**config.mk**
```make
export PLATFORM = sky130hd
export DESIGN_NAME = uart_transmitter_flat
export DESIGN_NICKNAME = d
export VERILOG_FILES = /design/src/rtl/uart_transmitter_if.sv /design/src/rtl/uart_transmitter.sv /design/src/flat_wrapper.sv
export SDC_FILE = /design/constraint.sdc
export NUM_CORES = 1
export LEC_CHECK = 0
export CORE_MARGIN = 2
export CORE_UTILIZATION = 40
export DETAILED_ROUTE_END_ITERATION = 16
export GPL_TIMING_DRIVEN = 0
export PLACE_DENSITY = 0.6
export SLEW_MARGIN = 20
export SYNTH_ARGS = -nofsm -noshare
export SYNTH_HDL_FRONTEND = slang
export SYNTH_SLANG_ARGS = --single-unit
export TNS_END_PERCENT = 10
```
**constraint.sdc**
```tcl
create_clock -name clk -period 3.5 [get_ports clk]
set_input_delay 0.35 -clock clk [delete_from_list [all_inputs] [get_ports clk]]
set_output_delay 0.35 -clock clk [all_outputs]
set_load 0.02 [all_outputs]
```
**src/rtl/uart_transmitter_if.sv**
```systemverilog
// Byte handshake between an upstream producer and the UART transmitter.
// A byte moves on a rising clock edge where tx_valid and tx_ready are both high.
interface uart_transmitter_if;
    logic [7:0] tx_data;
    logic       tx_valid;
    logic       tx_ready;

    modport master (
        output tx_data,
        output tx_valid,
        input  tx_ready
    );

    modport slave (
        input  tx_data,
        input  tx_valid,
        output tx_ready
    );
endinterface

```
**src/rtl/uart_transmitter.sv**
```systemverilog
// UART serialiser: start bit, 8 data bits LSB-first, optional parity, 1 or 2 stop bits.
// A one-byte holding slot lets the next frame follow the current stop bit with no idle gap.
module uart_transmitter #(
    parameter int CLKS_PER_BIT = 16,
    parameter int PARITY_EN    = 0,
    parameter int PARITY_ODD   = 0,
    parameter int STOP_BITS    = 1
) (
    input  logic              clk,
    input  logic              rst,
    uart_transmitter_if.slave up,
    output logic              tx,
    output logic              busy,
    output logic              done
);
    localparam int              CNT_W     = $clog2(CLKS_PER_BIT);
    localparam logic [CNT_W-1:0] CNT_LAST = CNT_W'(CLKS_PER_BIT - 1);
    localparam logic [2:0]       LAST_STOP = 3'(STOP_BITS - 1);
    localparam logic             ODD       = (PARITY_ODD != 0);

    typedef enum logic [2:0] {
        S_IDLE,
        S_START,
        S_DATA,
        S_PARITY,
        S_STOP
    } state_t;

    state_t           state_q, state_d;
    logic [CNT_W-1:0] cnt_q, cnt_d;
    logic [2:0]       bit_q, bit_d;
    logic             hold_full_q, hold_full_d;
    logic             tx_q, busy_q, done_q;
    logic [7:0]       shift_q, hold_q;
    logic             par_q;

    logic accept, bit_end, frame_end;
    logic load_hold, load_new, hold_wr, shift_adv;

    function automatic logic parity_of(input logic [7:0] b);
        return (^b) ^ ODD;
    endfunction

    assign up.tx_ready = ~hold_full_q;
    assign accept      = up.tx_valid & ~hold_full_q;
    assign bit_end     = (cnt_q == CNT_LAST);
    assign frame_end   = (state_q == S_STOP) && bit_end && (bit_q == LAST_STOP);

    always_comb begin
        state_d   = state_q;
        cnt_d     = bit_end ? '0 : cnt_q + CNT_W'(1);
        bit_d     = bit_q;
        load_hold = 1'b0;
        load_new  = 1'b0;
        shift_adv = 1'b0;
        case (state_q)
            S_IDLE: begin
                cnt_d = '0;
                bit_d = '0;
                if (hold_full_q) begin
                    load_hold = 1'b1;
                    state_d   = S_START;
                end else if (accept) begin
                    load_new = 1'b1;
                    state_d  = S_START;
                end
            end
            S_START: begin
                if (bit_end) begin
                    state_d = S_DATA;
                    bit_d   = '0;
                end
            end
            S_DATA: begin
                if (bit_end) begin
                    shift_adv = 1'b1;
                    if (bit_q == 3'd7) begin
                        state_d = (PARITY_EN != 0) ? S_PARITY : S_STOP;
                        bit_d   = '0;
                    end else begin
                        bit_d = bit_q + 3'd1;
                    end
                end
            end
            S_PARITY: begin
                if (bit_end) begin
                    state_d = S_STOP;
                    bit_d   = '0;
                end
            end
            S_STOP: begin
                if (bit_end) begin
                    if (bit_q == LAST_STOP) begin
                        // Chain straight into the next start bit when a byte is waiting.
                        bit_d = '0;
                        if (hold_full_q) begin
                            load_hold = 1'b1;
                            state_d   = S_START;
                        end else if (accept) begin
                            load_new = 1'b1;
                            state_d  = S_START;
                        end else begin
                            state_d = S_IDLE;
                        end
                    end else begin
                        bit_d = bit_q + 3'd1;
                    end
                end
            end
            default: state_d = S_IDLE;
        endcase
        hold_wr     = accept & ~load_new;
        hold_full_d = hold_wr | (hold_full_q & ~load_hold);
    end

    // Outputs are registered from the current state, so the line lags the FSM by one clock.
    always_ff @(posedge clk or negedge rst) begin
        if (!rst) begin
            state_q     <= S_IDLE;
            cnt_q       <= '0;
            bit_q       <= '0;
            hold_full_q <= 1'b0;
            tx_q        <= 1'b1;
            busy_q      <= 1'b0;
            done_q      <= 1'b0;
        end else begin
            state_q     <= state_d;
            cnt_q       <= cnt_d;
            bit_q       <= bit_d;
            hold_full_q <= hold_full_d;
            busy_q      <= (state_q != S_IDLE);
            done_q      <= frame_end;
            case (state_q)
                S_START:  tx_q <= 1'b0;
                S_DATA:   tx_q <= shift_q[0];
                S_PARITY: tx_q <= par_q;
                default:  tx_q <= 1'b1;
            endcase
        end
    end

    // Parity is taken from the byte as it enters the shifter.
    always_ff @(posedge clk) begin
        if (load_hold) begin
            shift_q <= hold_q;
            par_q   <= parity_of(hold_q);
        end else if (load_new) begin
            shift_q <= up.tx_data;
            par_q   <= parity_of(up.tx_data);
        end else if (shift_adv) begin
            shift_q <= {1'b0, shift_q[7:1]};
        end
        if (hold_wr) begin
            hold_q <= up.tx_data;
        end
    end

    assign tx   = tx_q;
    assign busy = busy_q;
    assign done = done_q;
endmodule
```
**src/flat_wrapper.sv**
```systemverilog
// flat-port wrapper written by rule: the top's interface ports become plain ports
module uart_transmitter_flat 
#(
    parameter int CLKS_PER_BIT = 16,
    parameter int PARITY_EN    = 0,
    parameter int PARITY_ODD   = 0,
    parameter int STOP_BITS    = 1
)
  (clk, rst, tx, busy, done, up_tx_data, up_tx_valid, up_tx_ready);
  uart_transmitter_if up_i ();
  input  logic clk;
  input  logic rst;
  output logic tx;
  output logic busy;
  output logic done;
  input wire logic [$bits(up_i.tx_data)-1:0] up_tx_data;
  input wire logic [$bits(up_i.tx_valid)-1:0] up_tx_valid;
  output wire logic [$bits(up_i.tx_ready)-1:0] up_tx_ready;
  assign up_i.tx_data = up_tx_data;
  assign up_i.tx_valid = up_tx_valid;
  assign up_tx_ready = up_i.tx_ready;
  uart_transmitter #(.CLKS_PER_BIT(CLKS_PER_BIT), .PARITY_EN(PARITY_EN), .PARITY_ODD(PARITY_ODD), .STOP_BITS(STOP_BITS)) u_core (.clk(clk), .rst(rst), .up(up_i), .tx(tx), .busy(busy), .done(done));
endmodule
```
==> flow_metrics.tcl <==
set metrics [dict create \
    status "finished clean" \
    syn_inst 145 \
    layout_min_cycle_time_ns 2.33 \
    max_cap_viol_count 0 \
    ctsHoldBuffers 0 \
    powerDensity_nw_per_um2 373 \
    post-cts-setup-buffer-count 0 \
    finalHoldViolations 0 \
    antennaDiodeCount 0 \
    avgSynthCellArea_um2 11.3 \
    hold_class "input pin to asynchronous set/reset pin" \
    pre_cts_ws_ns 1.16 \
    synth_cell_types 40 \
    fillCellCount 384 \
    ant_nets 0 \
    row_count 23 \
    crit_type "register to register" \
    clkLatencyLatePin_ns 0.28 \
    synthToLayoutAreaGrowth_pct 18.5 \
    finalMaxSlewViolations 0 \
    vias 1138 \
    fin_crit_sh_pct 66.5 \
    tns_ns 0 \
    routedWlPerCell_um 13.6 \
    required_ns 3.40 \
    met2_usage_pct 27.2 \
    htree_levels 2 \
    grt_max_degree 15 \
    cts_resized 0 \
    grt_pass1_vias 1128 \
    critical_path_arrival_ns 2.23 \
    cts_root_buf "clkbuf_8" \
    critPathMaxStageDelay_ns 0.68 \
    synthFlopType "edfxtp_1" \
    grt_busiest_layer "met2" \
    core_area_um2 3970 \
    finalWirelength_um 2960 \
    synth_warnings 0 \
    cts.sinks 31 \
    globalRoute.totalOverflow 0 \
    clock_path_buffers 2 \
    worst_pin_slew_ns 0.868 \
    clock_skew_ns 0.00425 \
    power_frac_seq_pct 53.3 \
    cp-end-kind "register" \
    synth_edf_count 17 \
    initial_utilization_pct 41.2 \
    irDropWorstVdd_mv 0.269 \
    use_met1_pct 17.5 \
    antenna_found_initial 0 \
    cp_cell_sequence "inv_1, ha_1, and2b_4, a21oi_4, nand2b_4, buf_6, o22ai_1" \
    drt-pass1-iter-count 4 \
    p_int_uw 585 \
    syn_area_um2 1640 \
    grt_setup_unrepaired "false" \
    cts_buffers 5 \
    max_slew_margin_pct 42.1 \
    hpwlAfterDp_um 2270 \
    initialDrtViolationCount 48 \
    finalWorstSetupSlack_ns 1.17 \
    gp_congestion 0.789 \
    path_clk_slew_ns 0.06 \
    fin_area_um2 1940 \
    placed_cell_area_um2 1840 \
    via_per_inst 5.24 \
    setup_viol 0 \
    die_y_um 68.0 \
    use_met3_pct 4.44 \
    switching_share_pct 19.2 \
    cts_tree "yes" \
    async_flop_share_pct 45.2 \
    switchingPower_uw 139 \
    drcViolationCount 0 \
    worstPathMaxFanout 10 \
    grt_pass1_wl_um 5080 \
    fmax_mhz 430 \
    ys_seq_area_share_pct 52.6 \
    startpoint_type "register" \
    grt_usage_pct 15.3 \
    layout.nets 181 \
    slowest_stage "o22ai_1" \
    synth_nets 160 \
    pin_count 15 \
    drive_gt1_share_pct 12.0 \
    ys_ff_latch 31 \
    p_leak_nw 0.710 \
    power_frac_comb_pct 4.9 \
    portBuffers 14 \
    die_w_um 68.0 \
    dieArea_um2 4620 \
    p_clk_share_pct 41.9 \
]
## cells by family (layout without fill, tap and decap cells)
family                     Yosys count  count (layout)  share of synthesized area [%]
AOI/OAI and AO/OA                   30              30                           15.1
xor gates and xnor gates            16              16                           8.56
adders and majority gates            5               5                           3.74
buffers and inverters               11              33                           3.44
DFF                                 31              31                           52.6
muxes                                1               1                          0.611
and+or+nand+nor                     51              51                           16.0
## cell usage in the layout (no fill, tap or decap), types with 2 or more instances in the layout
| master | count |
|---|---|
| nand2_1 | 21 |
| a221o_2 | 2 |
| ha_1 | 4 |
| clkbuf_8 | 7 |
| clkdlybuf4s50_1 | 14 |
| buf_6 | 2 |
| nor2b_1 | 3 |
| nor2_1 | 12 |
| o21ai_0 | 5 |
| o31ai_1 | 7 |
| a21oi_1 | 2 |
| a221o_1 | 5 |
| edfxtp_1 | 17 |
| dfrtp_1 | 13 |
| a2bb2oi_1 | 2 |
| xnor2_1 | 15 |
| clkbuf_1 | 3 |
| inv_1 | 6 |
| o22ai_1 | 2 |
| nand3_1 | 3 |
## worst paths after layout
path	startpoint	endpoint	slack [ns]	cells past startpoint
min reg2reg	u_core.cnt_q[0]$_DFF_PN0_	u_core.cnt_q[0]$_DFF_PN0_	0.48	1
max	u_core.bit_q[0]$_DFFE_PN0P_	u_core.shift_q[0]$_DFFE_PP_	1.17	7
max in group asynchronous	rst	u_core.hold_full_q$_DFF_PN0_	2.61	1
min	rst	u_core.done$_DFF_PN0_	0.47	1
min in group clk	u_core.cnt_q[0]$_DFF_PN0_	u_core.cnt_q[0]$_DFF_PN0_	0.48	1
max reg2reg	u_core.bit_q[0]$_DFFE_PN0P_	u_core.shift_q[0]$_DFFE_PP_	1.17	7
## worst max-delay path, delay by kind of cell (launching register included)
family,cells,cell delay (ns)
adder cells (fa/ha/maj),1,0.16
AND/OR/NAND/NOR,2,0.37
flip-flops,1,0.41
buffers and inverters,2,0.22
AO/OA/AOI/OAI,2,0.79
## metrics by stage
step	power [mW]	hold slack, ns	std cells	util (%)
6_report	0.724	0.472	217	48.9
5_1_grt	0.753	0.512	217	48.9
4_1_cts	0.734	0.486	217	48.9
3_5_place_dp	0.429	0.478	209	46.3
3_3_place_gp	0.428	0.443	209	46.3
2_1_floorplan	0.409	0.0544	145	-
## synthesized netlist by cell type (3+ instances only)
cell	number	area share, %
nor2_1	12	2.7
o31ai_1	7	3.2
nand3_1	3	0.92
nor2b_1	3	1.1
xnor2_1	15	8.0
a221o_1	5	3.1
nand2_1	21	4.8
inv_1	6	1.4
edfxtp_1	17	31
dfrtp_1	13	20
o21ai_0	5	1.5
ha_1	4	3.1
## final cells by class
class / count / area [µm²] / area share [%]
inverter: 6 / 22.5 / 1.16
clock buffer: 8 / 100 / 5.16
buffer: 5 / 33.8 / 1.74
tap: 50 / 62.6 / 3.22
sequential: 31 / 862 / 44.4
timing repair buffer: 14 / 140 / 7.22
multi-input combinational: 103 / 719 / 37.1
## state kept, by name, indices dropped and copies added, names as in the netlist, 3 cells and up
register and count:
u_core.cnt_q 4, u_core.bit_q 3, u_core.state_q 3, u_core.shift_q 8, u_core.hold_q 8
## metal layers
layer | wire, µm | part of all wire [%]
met3 | 107 | 3.6
met2 | 1520 | 51
met1 | 1290 | 43
met5 | 0 | 0
met4 | 45 | 1.5
## power groups by stage
stage / combinational (mW) / clock [mW] / sequential, mW
floorplan: 0.0156 / 0 / 0.393
global route: 0.0388 / 0.329 / 0.385
detailed placement: 0.0360 / 0 / 0.393
global placement: 0.0351 / 0 / 0.393
finish: 0.0352 / 0.303 / 0.386
CTS: 0.0361 / 0.313 / 0.385
No activity file was read; power rests on OpenSTA's default activity.
